**src/rtl/ram_burst_ctrl.sv**
```systemverilog
// Burst controller in front of the single-port synchronous RAM: sequences cs/rd/wr
// strobes and addresses for read/write bursts and returns read data as a registered stream.
module ram_burst_ctrl #(
  parameter int ADDR_W = 10,
  parameter int DATA_W = 8,
  parameter int LEN_W  = 4
) (
  input  logic              clk,
  input  logic              rst,
  input  logic              req_valid,
  output logic              req_ready,
  input  logic              req_we,
  input  logic [ADDR_W-1:0] req_addr,
  input  logic [LEN_W-1:0]  req_len,
  input  logic [DATA_W-1:0] wdata,
  input  logic              wvalid,
  output logic              wready,
  output logic [DATA_W-1:0] rdata,
  output logic              rvalid,
  output logic              done,
  output logic [ADDR_W-1:0] ram_addr,
  output logic [DATA_W-1:0] ram_dout,
  output logic              ram_oe,
  input  logic [DATA_W-1:0] ram_din,
  output logic              ram_cs,
  output logic              ram_rd,
  output logic              ram_wr
);

  typedef enum logic [1:0] {IDLE, WR, RD, RD_DRAIN} state_t;

  state_t            state, state_nxt;
  logic [ADDR_W-1:0] addr, addr_nxt;
  logic [LEN_W-1:0]  len, len_nxt;
  logic [LEN_W-1:0]  cnt, cnt_nxt;
  logic [ADDR_W-1:0] ram_addr_nxt;
  logic [DATA_W-1:0] ram_dout_nxt;
  logic [DATA_W-1:0] rdata_nxt;
  logic              ram_cs_nxt, ram_rd_nxt, ram_wr_nxt;
  logic              rvalid_nxt, done_nxt;

  assign req_ready = (state == IDLE) && !rst;
  assign wready    = (state == WR);

  always_ff @(posedge clk) begin
    if (rst) begin
      state    <= IDLE;
      addr     <= '0;
      len      <= '0;
      cnt      <= '0;
      ram_addr <= '0;
      ram_dout <= '0;
      ram_cs   <= 1'b0;
      ram_rd   <= 1'b0;
      ram_wr   <= 1'b0;
      ram_oe   <= 1'b0;
      rdata    <= '0;
      rvalid   <= 1'b0;
      done     <= 1'b0;
    end else begin
      state    <= state_nxt;
      addr     <= addr_nxt;
      len      <= len_nxt;
      cnt      <= cnt_nxt;
      ram_addr <= ram_addr_nxt;
      ram_dout <= ram_dout_nxt;
      ram_cs   <= ram_cs_nxt;
      ram_rd   <= ram_rd_nxt;
      ram_wr   <= ram_wr_nxt;
      ram_oe   <= ram_wr_nxt;
      rdata    <= rdata_nxt;
      rvalid   <= rvalid_nxt;
      done     <= done_nxt;
    end
  end

  // addr holds the next address to issue; cnt is the index of the beat in flight.
  always_comb begin
    state_nxt    = state;
    addr_nxt     = addr;
    len_nxt      = len;
    cnt_nxt      = cnt;
    ram_addr_nxt = ram_addr;
    ram_dout_nxt = ram_dout;
    ram_cs_nxt   = 1'b0;
    ram_rd_nxt   = 1'b0;
    ram_wr_nxt   = 1'b0;
    done_nxt     = 1'b0;
    rdata_nxt    = rdata;
    rvalid_nxt   = 1'b0;

    // RAM output lags one cycle, so the first rd cycle has nothing to capture yet.
    if (ram_rd && !(state == RD && cnt == '0)) begin
      rdata_nxt  = ram_din;
      rvalid_nxt = 1'b1;
    end

    case (state)
      IDLE: begin
        if (req_valid) begin
          len_nxt = req_len;
          cnt_nxt = '0;
          if (req_we) begin
            state_nxt = WR;
            addr_nxt  = req_addr;
          end else begin
            state_nxt    = RD;
            ram_addr_nxt = req_addr;
            addr_nxt     = req_addr + ADDR_W'(1);
            ram_cs_nxt   = 1'b1;
            ram_rd_nxt   = 1'b1;
          end
        end
      end
      WR: begin
        if (wvalid) begin
          ram_cs_nxt   = 1'b1;
          ram_wr_nxt   = 1'b1;
          ram_addr_nxt = addr;
          ram_dout_nxt = wdata;
          addr_nxt     = addr + ADDR_W'(1);
          cnt_nxt      = cnt + LEN_W'(1);
          if (cnt == len) begin
            state_nxt = IDLE;
            done_nxt  = 1'b1;
          end
        end
      end
      RD: begin
        ram_cs_nxt = 1'b1;
        ram_rd_nxt = 1'b1;
        if (cnt == len) begin
          state_nxt = RD_DRAIN;
        end else begin
          ram_addr_nxt = addr;
          addr_nxt     = addr + ADDR_W'(1);
          cnt_nxt      = cnt + LEN_W'(1);
        end
      end
      RD_DRAIN: begin
        state_nxt = IDLE;
        done_nxt  = 1'b1;
      end
      default: state_nxt = IDLE;
    endcase
  end

endmodule

```
**config.mk**
```make
export PLATFORM = sky130hd
export DESIGN_NAME = ram_burst_ctrl
export DESIGN_NICKNAME = d
export VERILOG_FILES = /design/src/rtl/ram_burst_ctrl.sv
export SDC_FILE = /design/constraint.sdc
export NUM_CORES = 1
export LEC_CHECK = 0
export ABC_AREA = 1
export CAP_MARGIN = 20
export CORE_MARGIN = 5
export CORE_UTILIZATION = 49
export DETAILED_ROUTE_END_ITERATION = 12
export PLACE_DENSITY = 0.84
export SLEW_MARGIN = 10
export SYNTH_ARGS = -nofsm -noshare
export SYNTH_HDL_FRONTEND = slang
export SYNTH_SLANG_ARGS = --single-unit
```
**constraint.sdc**
```tcl
create_clock -name clk -period 1.9 [get_ports clk]
set_clock_uncertainty 0.1 [all_clocks]
set_input_delay 0.38 -clock clk [delete_from_list [all_inputs] [get_ports clk]]
set_output_delay 0.38 -clock clk [all_outputs]
set_load 0.005 [all_outputs]
```
==> summary.txt <==
Placed design
  • Routability cong.: between 0.8 and 0.9
  • Placed Instance Area: 3620 sq um
  • Hpwl dp: roughly 5400 um
  • Inst Count DP: 561
  • Place WS: -100 ps
  • # port buffers: between 60 and 70

STA
  • Endpoints failing hold: 0
  • Final setup vio count: 0
  • Max-slew violations: 0
  • Slew @ Worst Pin: 382 ps
  • Final Critical Period: around 1800 ps
  • Setup WS post-layout: roughly 100 ps
  • Tcrit/Tclk final: 94.6%
  • Total negative setup slack: 0 ps
  • RSZ-0062 raised after global routing: yes
  • Fmax: 0.557 GHz
  • Slew headroom: between 70% and 80%

Worst hold path
  • Worst Hold Class: reg2reg

Synthesis
  • Synth warn: 0
  • Cell taking the most area after synthesis: dfxtp_1
  • Sequential share of the synthesized area: about 37%
  • Post-Synthesis Net Count: between 400 and 500
  • Mapped Avg Cell Area: about 6.6 sq um
  • Synthesized instance count: 412
  • Post-synthesis cell area: between 2000 and 3000 sq um
  • Seq cells post-synth: ~50
  • Top-area cell type share of the netlist area: 37.4%
  • Distinct cells, synth: 31
  • Area contributors post-synth: dfxtp_1 (37%), nand2_1 (13%), nor2_1 (12%)

Clock network
  • CTS tree: built
  • H-tree depth: 2
  • # hold bufs at CTS: 0
  • Clk root buf: clkbuf_8
  • Buffer depth of the longest clock path: 2
  • Total CTS buffers: 5
  • Clock slew at reported path FFs: 90 ps
  • Latest clock arrival within the worst-skew pair: between 300 and 400 ps
  • CTS sink count: approximately 50

Setup path
  • Worst path arrival time: ~1300 ps
  • CP delay by family, top: buffers and inverters
  • Setup crit end kind: primary output
  • Crit Path Class: reg2out
  • CP startpoint kind: register
  • Max incr delay on CP: 390 ps
  • Chain of cells forming the critical path: inv_2 > ha_4 > inv_1 > nor2_1 > dlygate4sd2_1
  • Required time of the critical path: 1420 ps
  • CP max stage cell: dfxtp_2
  • Critical Path Fanout Max: 4
  • CP bufs+invs: 3

Power and ir drop
  • Total power: roughly 5 mW
  • NetSw: 2.09 mW
  • P_leak: about 1.7 nW
  • Pint: about 2.9 mW
  • Combinational share of power: between 50% and 60%
  • Sw Share: between 40% and 50%
  • Pwr Density: between 1000 and 1500 nW/um^2
  • Clock share of power: 12.2%
  • Worst vdd ir: between 0.6 and 0.7 mV
  • Part of the power in registers: between 30% and 40%

Floorplan
  • Die extent in y: between 80 and 90 um
  • Core box area: about 5500 sq um
  • Die span in x: between 80 and 90 um
  • Io pins: 69
  • Rows: 27
  • Die ar.: a little over 7000 sq um
  • Starting Density: 49.9%

Drt
  • # DRC: 0
  • Wirelength, routed: about 7000 um
  • Vias per cell: roughly 5
  • Drt first pass iters: 4
  • Initial DRC count: ~150
  • Per-cell routed wire length: approximately 12 um
  • Routed Antenna Nets: 0
  • DR vias: 2883

Run status
  • Run status: finished clean

Final layout
  • Fraction of layout cells with a size suffix above 1: approximately 11%
  • Diode count: 0
  • Fin cells: 570
  • Design area: roughly 3700 sq um
  • P&R area growth vs syn: 37.2%
  • Layout Nets: 540

Global routing
  • Initial antenna violation count: 0
  • GRT Total Usage: 19.9%
  • GR Util met2: ~36%
  • GR Overflow Total: 0
  • Met1 usage: roughly 22%
  • Vias in the first global route: approximately 2800
  • GR met3 Demand/Resource: ~5.5%
  • Pin count of the biggest net entering global routing: 22
  • Top Usage Layer GRT: met2
  • First-pass GRT wire length: around 12000 um

Job
  • MaxCap Viol Count: 0
-- registers in the layout (all words and copies together) (netlist names) --
signal / cells
addr: 10
cnt: 4
done: 1
len: 4
ram_addr: 10
ram_cs: 1
ram_dout: 8
ram_rd: 1
ram_wr: 1
rdata: 8
rvalid: 1
state: 2
-- worst min-delay path: cells and delay by family (launching register included) --
kind	cells	cell delay [ps]
flip-flops	1	320
buffers and inverters	1	60
AO/OA/AOI/OAI	1	50
-- power by group through the flow --
stage | sequential (mW) | clock [mW] | combinational [mW]
after floorplan | 1.60 | 0 | 1.69
after global placement | 1.62 | 0 | 2.63
after global routing | 1.66 | 0.688 | 3.13
after CTS | 1.62 | 0.634 | 2.77
after detailed placement | 1.63 | 0 | 2.70
final | 1.62 | 0.615 | 2.78
-- cell usage in the layout, fill, tap and decap left out, types with 2 or more instances in the layout --
master and count:
nor2_2 2, clkdlybuf4s50_1 66, ha_1 6, or2_2 2, dfxtp_1 49, nand4_1 6, buf_4 20, nor2_1 89
ha_4 2, inv_1 40, nand2_2 2, inv_2 5, clkbuf_8 5, a21oi_1 16, nand3_1 21, xor2_1 6
mux2i_1 2, o21ai_0 35, buf_12 2, nand3_4 2, a21oi_2 5, nand2_1 97
-- final cells by class --
cell class	count	area (sq um)
Inverter	46	175
Clock inverter	2	12.5
Timing Repair Buffer	90	872
Multi-Input combinational cell	303	1500
Sequential cell	51	1030
Fill cell	472	1720
Tap cell	72	90.1
Clock buffer	6	72.6
-- logic make-up after synthesis --
kind of cell | count (synthesis) | synth area share [%]
buffers and inverters | 58 | 8.79
xor gates and xnor gates | 7 | 2.24
DFF | 51 | 37.4
muxes | 2 | 0.733
and+or+nand+nor | 226 | 35.2
adders and majority gates | 8 | 3.66
AOI/OAI and AO/OA | 60 | 12.0
-- per-stage QoR --
stage / hold WS [ps] / utilization [%]
after floorplan: 344 / -
after global placement: 362 / 66.1
after detailed placement: 369 / 66.1
after CTS: 384 / 68.2
after global routing: 406 / 68.5
final: 380 / 68.5
-- per-layer routing --
layer | part of all wire (%) | wire length [um]
met5 | 0 | 0
met3 | 6.8 | 478
met1 | 42 | 2940
met2 | 49 | 3450
met4 | 1.9 | 134
-- cell usage after synthesis --
master / instances
buf_4: 1
nand2_1: 97
and2_1: 1
o21ai_0: 35
nand3_1: 21
mux2i_1: 2
nand2_2: 2
or2_2: 2
a32o_1: 1
nand3_4: 2
a21oi_1: 16
o22ai_1: 1
xor2_1: 6
buf_6: 1
nand2_8: 1
clkbuf_1: 8
nand4_1: 6
dfxtp_1: 51
buf_8: 1
nor3_1: 2
ha_1: 8
inv_1: 42
a31oi_1: 1
buf_1: 1
nor2_1: 89
a22oi_1: 1
xnor2_1: 1
inv_2: 4
a21oi_2: 5
nor2_2: 2
nor2_4: 1
-- timing repair --
item / in CTS / in global routing
pin swaps: 1 / 0
setup endpoints to repair: 2 / 1
buffers inserted: 0 / 1
resized for setup: 10 / 3
-- worst paths after layout --
kind                  from   endpoint  slack, ps  cells past startpoint
hold reg to reg     len[0]     len[0]        380                      2
hold / removal      len[0]     len[0]        380                      2
setup reg to reg  state[0]    addr[6]        160                      9
setup / recovery  state[0]  req_ready        100                      5
No activity file was read; power rests on OpenSTA's default activity.
